**src/rtl/set_pkg.sv**
```systemverilog
// Shared definitions for the set-scan counter: mode encodings, FSM states,
// grid defaults and the squared-distance helpers used by the point evaluator.
package set_pkg;

    localparam int COORD_W      = 4;
    localparam int DEF_GRID_MIN = 1;
    localparam int DEF_GRID_MAX = 8;
    localparam int DEF_CNT_W    = 8;

    typedef enum logic [1:0] {
        SET_A   = 2'b00,
        SET_AND = 2'b01,
        SET_XOR = 2'b10,
        SET_OR  = 2'b11
    } set_mode_e;

    typedef enum logic {
        ST_IDLE,
        ST_SCAN
    } scan_state_e;

    // |p-c| fits in 4 bits, so squaring the magnitude gives the exact 8-bit square.
    function automatic logic [8:0] dist_sq(input logic [COORD_W-1:0] px,
                                           input logic [COORD_W-1:0] py,
                                           input logic [COORD_W-1:0] cx,
                                           input logic [COORD_W-1:0] cy);
        logic [COORD_W-1:0] dx;
        logic [COORD_W-1:0] dy;
        logic [7:0]         sx;
        logic [7:0]         sy;
        dx = (px >= cx) ? (px - cx) : (cx - px);
        dy = (py >= cy) ? (py - cy) : (cy - py);
        sx = {4'b0000, dx} * {4'b0000, dx};
        sy = {4'b0000, dy} * {4'b0000, dy};
        return {1'b0, sx} + {1'b0, sy};
    endfunction

    function automatic logic [8:0] r_sq(input logic [COORD_W-1:0] r);
        logic [7:0] s;
        s = {4'b0000, r} * {4'b0000, r};
        return {1'b0, s};
    endfunction

endpackage

```
**src/rtl/set_point_eval.sv**
```systemverilog
// Combinational membership test of one grid point against circles A and B,
// combined according to the selected set mode.
module set_point_eval
    import set_pkg::*;
(
    input  logic [COORD_W-1:0] x,
    input  logic [COORD_W-1:0] y,
    input  logic [COORD_W-1:0] xa,
    input  logic [COORD_W-1:0] ya,
    input  logic [COORD_W-1:0] ra,
    input  logic [COORD_W-1:0] xb,
    input  logic [COORD_W-1:0] yb,
    input  logic [COORD_W-1:0] rb,
    input  set_mode_e          mode,
    output logic               hit
);

    logic in_a;
    logic in_b;

    assign in_a = (dist_sq(x, y, xa, ya) <= r_sq(ra));
    assign in_b = (dist_sq(x, y, xb, yb) <= r_sq(rb));

    always_comb begin
        hit = 1'b0;
        case (mode)
            SET_A:   hit = in_a;
            SET_AND: hit = in_a & in_b;
            SET_XOR: hit = in_a ^ in_b;
            SET_OR:  hit = in_a | in_b;
            default: hit = 1'b0;
        endcase
    end

endmodule

```
**src/rtl/set_scan_ctrl.sv**
```systemverilog
// Sequenced set-element counter: latches two circles and a mode, scans the
// grid one point per clock through a shared evaluator and reports the count.
module set_scan_ctrl
    import set_pkg::*;
#(
    parameter int GRID_MIN = DEF_GRID_MIN,
    parameter int GRID_MAX = DEF_GRID_MAX,
    parameter int CNT_W    = DEF_CNT_W
) (
    input  logic             clk,
    input  logic             rst,
    input  logic             en,
    input  logic [23:0]      central,
    input  logic [11:0]      radius,
    input  logic [1:0]       mode,
    output logic             busy,
    output logic             valid,
    output logic [CNT_W-1:0] candidate
);

    localparam logic [COORD_W-1:0] C_MIN = COORD_W'(GRID_MIN);
    localparam logic [COORD_W-1:0] C_MAX = COORD_W'(GRID_MAX);

    scan_state_e        state_q, state_d;
    logic               load;
    logic               last;
    logic [COORD_W-1:0] xa_q, ya_q, ra_q, xb_q, yb_q, rb_q;
    set_mode_e          mode_q;
    logic [COORD_W-1:0] x_q, y_q;
    logic [CNT_W-1:0]   acc_q;
    logic [CNT_W-1:0]   acc_next;
    logic               hit;
    logic               unused_bits;

    assign unused_bits = ^{central[7:0], radius[3:0]};

    set_point_eval u_eval (
        .x    (x_q),
        .y    (y_q),
        .xa   (xa_q),
        .ya   (ya_q),
        .ra   (ra_q),
        .xb   (xb_q),
        .yb   (yb_q),
        .rb   (rb_q),
        .mode (mode_q),
        .hit  (hit)
    );

    assign acc_next = acc_q + CNT_W'(hit);

    always_comb begin
        state_d = state_q;
        load    = 1'b0;
        last    = 1'b0;
        case (state_q)
            ST_IDLE: begin
                if (en) begin
                    state_d = ST_SCAN;
                    load    = 1'b1;
                end
            end
            ST_SCAN: begin
                if ((x_q == C_MAX) && (y_q == C_MAX)) begin
                    state_d = ST_IDLE;
                    last    = 1'b1;
                end
            end
            default: state_d = ST_IDLE;
        endcase
    end

    always_ff @(posedge clk or negedge rst) begin
        if (!rst) begin
            state_q <= ST_IDLE;
        end else begin
            state_q <= state_d;
        end
    end

    // Operands are captured once at job start so host changes mid-scan are ignored.
    always_ff @(posedge clk or negedge rst) begin
        if (!rst) begin
            xa_q      <= '0;
            ya_q      <= '0;
            ra_q      <= '0;
            xb_q      <= '0;
            yb_q      <= '0;
            rb_q      <= '0;
            mode_q    <= SET_A;
            x_q       <= C_MIN;
            y_q       <= C_MIN;
            acc_q     <= '0;
            busy      <= 1'b0;
            valid     <= 1'b0;
            candidate <= '0;
        end else begin
            valid <= 1'b0;
            if (load) begin
                xa_q   <= central[23:20];
                ya_q   <= central[19:16];
                xb_q   <= central[15:12];
                yb_q   <= central[11:8];
                ra_q   <= radius[11:8];
                rb_q   <= radius[7:4];
                mode_q <= set_mode_e'(mode);
                x_q    <= C_MIN;
                y_q    <= C_MIN;
                acc_q  <= '0;
                busy   <= 1'b1;
            end else if (state_q == ST_SCAN) begin
                acc_q <= acc_next;
                if (y_q == C_MAX) begin
                    y_q <= C_MIN;
                    x_q <= x_q + 1'b1;
                end else begin
                    y_q <= y_q + 1'b1;
                end
                if (last) begin
                    candidate <= acc_next;
                    valid     <= 1'b1;
                    busy      <= 1'b0;
                end
            end
        end
    end

endmodule

```
**config.mk**
```make
export PLATFORM = sky130hd
export DESIGN_NAME = set_scan_ctrl
export DESIGN_NICKNAME = d
export VERILOG_FILES = /design/src/rtl/set_pkg.sv /design/src/rtl/set_point_eval.sv /design/src/rtl/set_scan_ctrl.sv
export SDC_FILE = /design/constraint.sdc
export NUM_CORES = 1
export LEC_CHECK = 0
export ABC_AREA = 1
export CAP_MARGIN = 20
export CORE_ASPECT_RATIO = 0.7
export CORE_MARGIN = 5
export CORE_UTILIZATION = 25
export DETAILED_ROUTE_END_ITERATION = 10
export PLACE_DENSITY = 0.4
export SLEW_MARGIN = 20
export SYNTH_ARGS = -nofsm -noshare
export SYNTH_HDL_FRONTEND = slang
export SYNTH_SLANG_ARGS = --single-unit
```
**constraint.sdc**
```tcl
create_clock -name clk -period 7.83 [get_ports clk]
set_input_delay 1.1745 -clock clk [delete_from_list [all_inputs] [get_ports clk]]
set_output_delay 1.1745 -clock clk [all_outputs]
set_load 0.1 [all_outputs]
```
==> run metrics <==
synth unique cells=39; hold buffer count at cts=0; fin cells=between 1000 and 1500; Hold Crit Class=register to register; initial core utilization=25.6%; pre-CTS WS=about 97 ps; max_cap viols=0; CP max-delay cell=fa_1; critical path data arrival time=roughly 7600 ps; Pre-antenna DRT Iters=4; top post-synthesis cells by area=dfrtp_1, ha_1, fa_1; critical-path maximum fanout=5; DRT iter0 DRCs=about 230; FF+latch count, synth=53; drc violations=0; Ports=51; placed cell count=roughly 1000; Synth top area share=a little under a quarter; Layout area overhead=16.8%; top cells by count, synth=inv_1, nand2_1, ha_1, nor2_1, dfrtp_1; Die Y=135 um; most frequent cell after synthesis=inv_1; vias per cell=approximately 4.3; CTS tree=built; Worst-Margin Slew=a little under 1000 ps; Post-synth ARST share=100%; fraction of layout cells with a size suffix above 1=9.41%; Hold Fails Final Rpt=0; maximum clock path buffer count=2; Placement Cell Area=approximately 6300 um^2; Fmax=between 100 and 150 MHz; initial antenna violation count=1; WHS=around 500 ps; Root Driver=clkbuf_16; minimum clock period=7400 ps; Max-slew headroom=roughly a third; number of filler cells placed in the layout=between 2000 and 2500; outcome=completed; Final Wtd Congestion=just under 0.8; Worst-Skew Late Latency=290 ps; die area=about 25000 um^2; Antenna diodes=0; Setup Crit Path Kind=register to register; Post-Syn Area per Cell=approximately 8.1 um^2; Crit path largest cell delay=between 500 and 600 ps; Rows=between 40 and 50; nets@finish=897; final setup margin=430 ps; startpoint types=register; fin area=between 6000 and 7000 um^2; worst path required time=8000 ps; TritonCTS Sinks=between 50 and 60; via count=around 4300; vias in the first global route=~4400; Floorplan Core Area=21800 um^2; final setup violating endpoints=0; pin count of the biggest net entering global routing=54; Ys Warns=0; Post-synth top flop=dfrtp_1; Post-synth EDFFs=0; Post-DRT Antenna Nets=0; mapped cell area=approximately 5600 um^2; drt wl/cell=roughly 13 um; CTS Buf Count=5; Worst setup EP type=register; Mapped Cells=689; CTS H-tree depth=2; crit share post-route=approximately 95%; first-pass GRT wire length=approximately 22000 um; die width=around 190 um; I/O Buffers=38; Slew Limit Fails=0; Synthesized Nets=approximately 850; Clock transition at path regs=about 80 ps; Crit path top cell by count=nand2_1; WL final=12900 um; skew final=7.61 ps; total grt overflow=0; Yosys top cell by area=dfrtp_1; Detail Placement HPWL=~11000 um; register area share after synthesis=about a quarter; global router's overall resource usage=between 10% and 20%
-- layer usage --
metal	share of wire [%]	track usage, %
met3	3.6	2.27
met2	38	14.7
met4	0.15	0.566
met5	0.054	0
met1	59	16.2
-- through the flow --
step	setup TNS, ps	util [%]
2_1_floorplan	0	-
3_3_place_gp	0	28.7
3_5_place_dp	0	28.7
4_1_cts	0	29.4
5_1_grt	-46.6	29.9
6_report	0	29.9
-- worst paths after layout --
path,cells after the start,startpoint,slack [ps],end
min,2,candidate[2],500,candidate[2]
min reg2reg,2,candidate[2],500,candidate[2]
max reg2reg,44,x_q[0],430,acc_q[6]
max in group asynchronous,2,rst,6340,xb_q[3]
min in group asynchronous,2,rst,1000,candidate[3]
max,44,x_q[0],430,acc_q[6]
-- area by class of cell --
| class | count | area (um^2) | share of cell area (%) |
|---|---|---|---|
| inverter | 148 | 558 | 8.55 |
| multi-input combinational | 479 | 3720 | 56.9 |
| tap | 282 | 353 | 5.40 |
| clock inverter | 2 | 13.8 | 0.211 |
| timing repair buffer | 46 | 435 | 6.67 |
| clock buffer | 5 | 125 | 1.92 |
| sequential | 53 | 1330 | 20.3 |
-- cells by family (layout without fill, tap and decap cells) --
kind of cell	Yosys count	count (layout)	synth area share [%]
AO/OA/AOI/OAI	92	92	10.1
adder cells (fa/ha/maj)	123	123	31.7
multiplexers	5	5	1.01
flip-flops	53	53	23.8
XOR/XNOR	35	35	5.48
AND/OR/NAND/NOR	224	224	17.0
buffers and inverters	157	201	11.0
-- cell usage in the layout, fill, tap and decap left out, drive strengths merged, types with 9 or more instances in the layout --
| master | Yosys | routed |
|---|---|---|
| ha | 92 | 92 |
| nor2 | 63 | 63 |
| fa | 31 | 31 |
| xor2 | 25 | 25 |
| o21ai | 25 | 25 |
| xnor2 | 10 | 10 |
| clkdlybuf4s50 | 0 | 37 |
| a21oi | 43 | 43 |
| nand3 | 27 | 27 |
| nand2 | 123 | 123 |
| dfrtp | 51 | 51 |
| inv | 148 | 149 |
| buf | 8 | 9 |
-- repair_timing --
| action | in CTS | in global routing |
|---|---|---|
| resized for setup | 0 | 20 |
| buffers inserted | 0 | 6 |
| setup endpoints to repair | 0 | 13 |
-- worst max-delay path: cells and delay by family (launching register included) --
| family | cells | cell delay [ps] |
|---|---|---|
| fa+ha+maj | 12 | 4030 |
| simple gates | 16 | 1350 |
| buf+inv | 10 | 650 |
| compound gates | 5 | 630 |
| flops | 1 | 410 |
| xor+xnor | 1 | 210 |
-- flip-flops by register name, summed over array words and instances (netlist names), 4 cells and up --
name       cells
candidate      8
xb_q           4
yb_q           4
ya_q           4
ra_q           4
rb_q           4
xa_q           4
acc_q          8
y_q            4
x_q            4
Power is left out: the tool's default activity adds up to more than one toggle a clock period on the data nets, which glitch-free logic cannot reach.
